**src/rtl/fpu_pipe_ctrl.sv**
```systemverilog
// Handshake and occupancy controller for a three-stage FP pipeline (issue, mul/div, add, normalize).
// Stage 1 holds a divide for DIV_CYCLES cycles; the later stages advance under elastic backpressure.
module fpu_pipe_ctrl #(
  parameter int unsigned DIV_CYCLES = 14
) (
  input  logic       clock,
  input  logic       clr,
  input  logic       in_valid,
  input  logic       in_div,
  output logic       in_ready,
  input  logic       out_ready,
  input  logic       flush,
  output logic       e1,
  output logic       e2,
  output logic       e3,
  output logic       v1,
  output logic       v2,
  output logic       v3,
  output logic       out_valid,
  output logic       div_busy,
  output logic [1:0] occ
);

  localparam logic [3:0] DivLoad = 4'(DIV_CYCLES - 1);

  logic       r_v1;
  logic       r_v2;
  logic       r_v3;
  logic [3:0] r_cnt;

  logic w_live;
  logic w_s1Done;
  logic w_busy;
  logic w_rdy3;
  logic w_rdy2;

  assign w_live   = !clr && !flush;
  assign w_s1Done = r_v1 && (r_cnt == 4'd0);
  assign w_busy   = r_v1 && (r_cnt != 4'd0);
  assign w_rdy3   = !r_v3 || out_ready;
  assign w_rdy2   = !r_v2 || w_rdy3;

  // out_ready reaches in_ready combinationally so a full pipe can still accept an op
  // in the same cycle the result is consumed.
  assign in_ready = w_live && (!r_v1 || (w_s1Done && w_rdy2));
  assign e1       = in_valid && in_ready;
  assign e2       = w_live && w_s1Done && w_rdy2;
  assign e3       = w_live && r_v2 && w_rdy3;

  assign v1 = r_v1;
  assign v2 = r_v2;
  assign v3 = r_v3;

  // Status outputs read as idle for the whole clr cycle, not only after its edge.
  assign out_valid = !clr && r_v3;
  assign div_busy  = !clr && w_busy;
  assign occ       = clr ? 2'd0 : ({1'b0, r_v1} + {1'b0, r_v2} + {1'b0, r_v3});

  always_ff @(posedge clock) begin
    if (clr || flush) begin
      r_v1  <= 1'b0;
      r_v2  <= 1'b0;
      r_v3  <= 1'b0;
      r_cnt <= 4'd0;
    end else begin
      r_v1 <= e1 || (r_v1 && !e2);
      r_v2 <= e2 || (r_v2 && !e3);
      r_v3 <= e3 || (r_v3 && !out_ready);
      if (e1) begin
        r_cnt <= in_div ? DivLoad : 4'd0;
      end else if (w_busy) begin
        r_cnt <= r_cnt - 4'd1;
      end
    end
  end

endmodule

```
**config.mk**
```make
export PLATFORM = sky130hd
export DESIGN_NAME = fpu_pipe_ctrl
export DESIGN_NICKNAME = d
export VERILOG_FILES = /design/src/rtl/fpu_pipe_ctrl.sv
export SDC_FILE = /design/constraint.sdc
export NUM_CORES = 1
export LEC_CHECK = 0
export ABC_AREA = 1
export BUFFER_PORTS_ARGS = -buffer_cell sky130_fd_sc_hd__buf_2
export CORE_AREA = 2 2 39 41
export DETAILED_ROUTE_END_ITERATION = 12
export DIE_AREA = 0 0 41 43
export SYNTH_ARGS = -nofsm -noshare
export SYNTH_HDL_FRONTEND = slang
export SYNTH_SLANG_ARGS = --single-unit
```
**constraint.sdc**
```tcl
create_clock -name clock -period 3.18 [get_ports clock]
set_input_delay 0.636 -clock clock [delete_from_list [all_inputs] [get_ports clock]]
set_output_delay 0.636 -clock clock [all_outputs]
set_load 0.05 [all_outputs]
```
---- Word-level counts from Yosys, hierarchy flattened ----
Cells that the tools add are included.
operators by class
  add/sub/neg operators ................... 3
  mux-type cells .......................... 4
  reduce and logical (&&, ||, !) cells .... 33
operator list
  cell                   number
  $logic_and A1 B1 Y1    15
  $mux W4                3
  $logic_not A1 Y1       8
  $logic_or A1 B1 Y1     7
  $logic_not A4 Y1       1
  $reduce_bool A4 Y1     1
  $sub A4 B1 Y4 const B  1
  $add A1 B1 Y2          1
  $add A2 B1 Y2          1
  $mux W2                1
  $reduce_bool A2 Y1     1
storage, ports and cells
  flip-flop bits (word level) ............. 7
  input port bits ......................... 6
  output and inout bits ................... 11
  logic and storage cells ................. 44

---- Logic depth before layout (Yosys ltp) ----
  depth in word-level cells ............... 8
  depth in mapped cells ................... 9
  gate-level depth less buffers ........... 9

---- Least setup slack after synthesis ----
No wires, ideal clock.
  path kind ............................... register to output
  from .................................... register r_v1 (netlist: v1)
  to ...................................... output e1
  data arrival time ....................... 1,870 ps
  required time ........................... 2,544 ps
  slack ................................... 674 ps
  cell stages (with the launch flop) ...... 5
  buffers on the path ..................... 0
  path through ............................ dfxtp_1 nand3_2 o21ai_4 nand2_4 inv_1
between the ends
  cells in the longest elaborated chain, start to end .. 5
  elaborated cells between the ends (all ways) .. 6
  classes of those cells .................. reduce/logical: 6
RTL lines
  element                   RTL line  source
  start: declaration        26        logic r_v1;
  start signal: assignment  66        r_v1 <= e1 || (r_v1 && !e2);
  $logic_and A1 B1 Y1       38        assign w_s1Done = r_v1 && (r_cnt == 4'd0);
  $logic_and A1 B1 Y1       45        assign in_ready = w_live && (!r_v1 || (w_s1Done && w_rdy2));
  $logic_or A1 B1 Y1 *      45
  $logic_and A1 B1 Y1 *     45
  via in_ready              10        output logic in_ready,
  $logic_and A1 B1 Y1 *     46        assign e1 = in_valid && in_ready;
  end: declaration          13        output logic e1,
The timed path passes the listed nets; every way through them passes the cells marked *.

---- Worst setup path in the final report ----
  from .................................... register r_cnt[0]
  to ...................................... output e1
between the ends
  cells in the longest elaborated chain, start to end .. 6
RTL lines
  element                   RTL line  source
  start: declaration        29        logic [3:0] r_cnt;
  start signal: assignment  70        r_cnt <= in_div ? DivLoad : 4'd0;
  start signal: assignment  72        r_cnt <= r_cnt - 4'd1;
  $logic_not A4 Y1          38
  $logic_and A1 B1 Y1       38
  $logic_and A1 B1 Y1       45
  $logic_or A1 B1 Y1        45
  $logic_and A1 B1 Y1       45
  $logic_and A1 B1 Y1       46
Every way passes these cells.

==> impl_metrics.tcl <==
set metrics [dict create \
    clockBufferDepth 2 \
    antennaDiodeCount 0 \
    r2r-start "r_cnt[0]" \
    netlist.area_leader.share 0.295 \
    yosysWarnings 0 \
    rsz0062_at_grt "no" \
    dieWidth_um 41 \
    io_buffer_count 16 \
    whs_ns 0.527 \
    hold_viol_final 0 \
    ys_types 15 \
    critPathTopFamily "buffers and inverters" \
    route.detailed.wl_per_inst_um 8.99 \
    setup_tns_ns 0 \
    max_slew.worst_pin.slew_ns 0.252 \
    route.detailed.drc 0 \
    ir_drop_uv 143 \
    syn_area_per_cell_um2 6.89 \
    final_area_um2 602 \
    grt_pass1_wl_um 1640 \
    path_common_cell "inv_1" \
    hold_class "flip-flop to flip-flop" \
    crit_path_start_kind "flip-flop" \
    yosysTopAreaCell "dfxtp_1" \
    r2r_slack_ns 1.69 \
    drv_slew 0 \
    antenna_found_initial 0 \
    crit_cells 7 \
    numClockSinks 7 \
    maxCapViolations 0 \
    core_area_mm2 0.00138 \
    synthTopCellsByArea "dfxtp_1, nand2_1, inv_1" \
    synth_commonest_cells "nand2_1, inv_1, nor2_1" \
    synth_nets 77 \
    period_minus_slack_ns 2.33 \
    drive_gt1_frac 0.303 \
    critical_path_class "flip-flop to primary output" \
    maxSlewHeadroom 0.832 \
    reg2reg_depth 9 \
    cpPeakStageDelay_ns 0.31 \
    postCtsResizedCells 0 \
    rows 14 \
    setup-violations-final 0 \
    p_leak_nw 0.314 \
    ys_ff_latch 7 \
    die_h_um 43 \
    initial_core_util 0.344 \
    pre_cts_ws_ns 0.874 \
    cts-root-buf "clkbuf_4" \
    placed_area_um2 576 \
    place.gp.congestion 0.742 \
    yosysMostFrequentCell "nand2_1" \
    cts_setup_buffers 0 \
    status "completed" \
    finalCritPeriodShare 0.732 \
    clock_latency_ns 0.26 \
    dp_hpwl_um 776 \
    reg2reg_to "r_cnt[2]" \
    drt_iter0_drc 6 \
    cts_tree "built" \
    nFillCells 157 \
    setup_ws_ns 0.851 \
    grt_util_all_layers 0.139 \
    crit_chain "inv_1, ha_1, nand3_2, o21ai_4, nand2_4, inv_1, buf_2" \
    slowest_stage "dfxtp_1" \
    grt_max_degree 8 \
    grt-ovfl-total 0 \
    clkSlewWorstSetupHoldPaths_ns 0.05 \
    synth-seq-area-share 0.295 \
    nets 98 \
    p_per_area_mw_per_mm2 342 \
    worstPathRequired_ns 2.54 \
    cp_num_buf_inv 3 \
    htree_levels 1 \
    grt_pass1_vias 402 \
    ys.flop_type "dfxtp_1" \
    hp-start "v2" \
    syn_area_um2 475 \
    dp.cells 101 \
    synthArstFlopShare 0 \
    syn_inst 69 \
    layoutNonFillerInstCount 105 \
    tritoncts.num_buffers 3 \
    drt_pass1_iterations 4 \
    end_kind "primary output" \
    pin_count 17 \
    crit_fanout 7 \
    holdBufCountCts 0 \
    synth_edf_count 0 \
    viasPerCell 4.41 \
    max_freq_mhz 429 \
    whs_endpoint "v3" \
    die_area_mm2 0.00176 \
    critical_path_arrival_ns 1.69 \
    synthToLayoutAreaGrowth_pct 26.6 \
    vias 463 \
    wirelength_um 944 \
    whs_path_depth 2 \
    fin_skew_ns 0.00898 \
    postRouteAntennaNets 0 \
]
-- worst max-delay path by stage --
stage,start,to
4_1_cts,r_cnt[0],e1
3_5_place_dp,clr,e1
2_1_floorplan,v1,e1
6_report,r_cnt[0],e1
5_1_grt,r_cnt[0],e1
3_3_place_gp,clr,e1
-- metal layers --
metal	GRT usage	wire length [um]	vias up
met2	0.191	420	10
met4	0.100	28	0
li1	-	-	250
met3	0.0314	39	4
met5	0	0	-
met1	0.182	454	199
-- power breakdown --
part	total, mW	internal, mW	switching, mW
combinational	0.0339	0.0106	0.0233
clock	0.0809	0.0479	0.0331
sequential	0.0909	0.0892	0.00168
total	0.206	0.148	0.0580
-- metrics by stage --
| stage | util | power [mW] |
|---|---|---|
| after floorplan | - | 0.117 |
| after global placement | 0.416 | 0.126 |
| after global routing | 0.435 | 0.215 |
| after detailed placement | 0.416 | 0.127 |
| after CTS | 0.435 | 0.207 |
| final | 0.435 | 0.206 |
-- layout by cell type (no fill, tap or decap) --
cell type  count
o21ai_0        2
clkbuf_4       3
inv_1         13
a21oi_1        5
dfxtp_1        7
nand2_4        1
xor2_1         2
ha_1           1
nand3_2        2
fa_1           1
nand2_2        2
nor2_1        11
nand2_1       14
o21ai_4        1
buf_2         16
nor2_4         2
nand3_1        5
clkbuf_1       1
-- cell families after synthesis --
logic type,after synthesis,share of synthesized area
fa+ha+maj,2,0.0684
buf+inv,13,0.103
simple gates,37,0.389
flops,7,0.295
compound gates,8,0.108
xor+xnor,2,0.0368
-- layout make-up --
cell class	count	area [um^2]	area share
Timing Repair Buffer	16	80.1	0.133
Tap cell	16	20.0	0.0333
Clock buffer	4	26.3	0.0437
Multi-Input combinational cell	49	287	0.476
Sequential cell	7	140	0.233
Inverter	13	48.8	0.0811
-- worst reg2reg max path, cell delays in order, from the launching register on --
cell and delay, ns:
dfxtp_1 0.31, inv_1 0.09, ha_1 0.23, nand3_2 0.14, o21ai_4 0.23, nand2_4 0.10
nand2_1 0.07, nand2_1 0.04, nor2_1 0.11, nor2_1 0.06
-- flip-flops by register name, indices dropped and copies added (netlist names) --
signal  count
v3          1
v2          1
v1          1
r_cnt       4
Note: power is estimated with default switching activity, not from simulation.
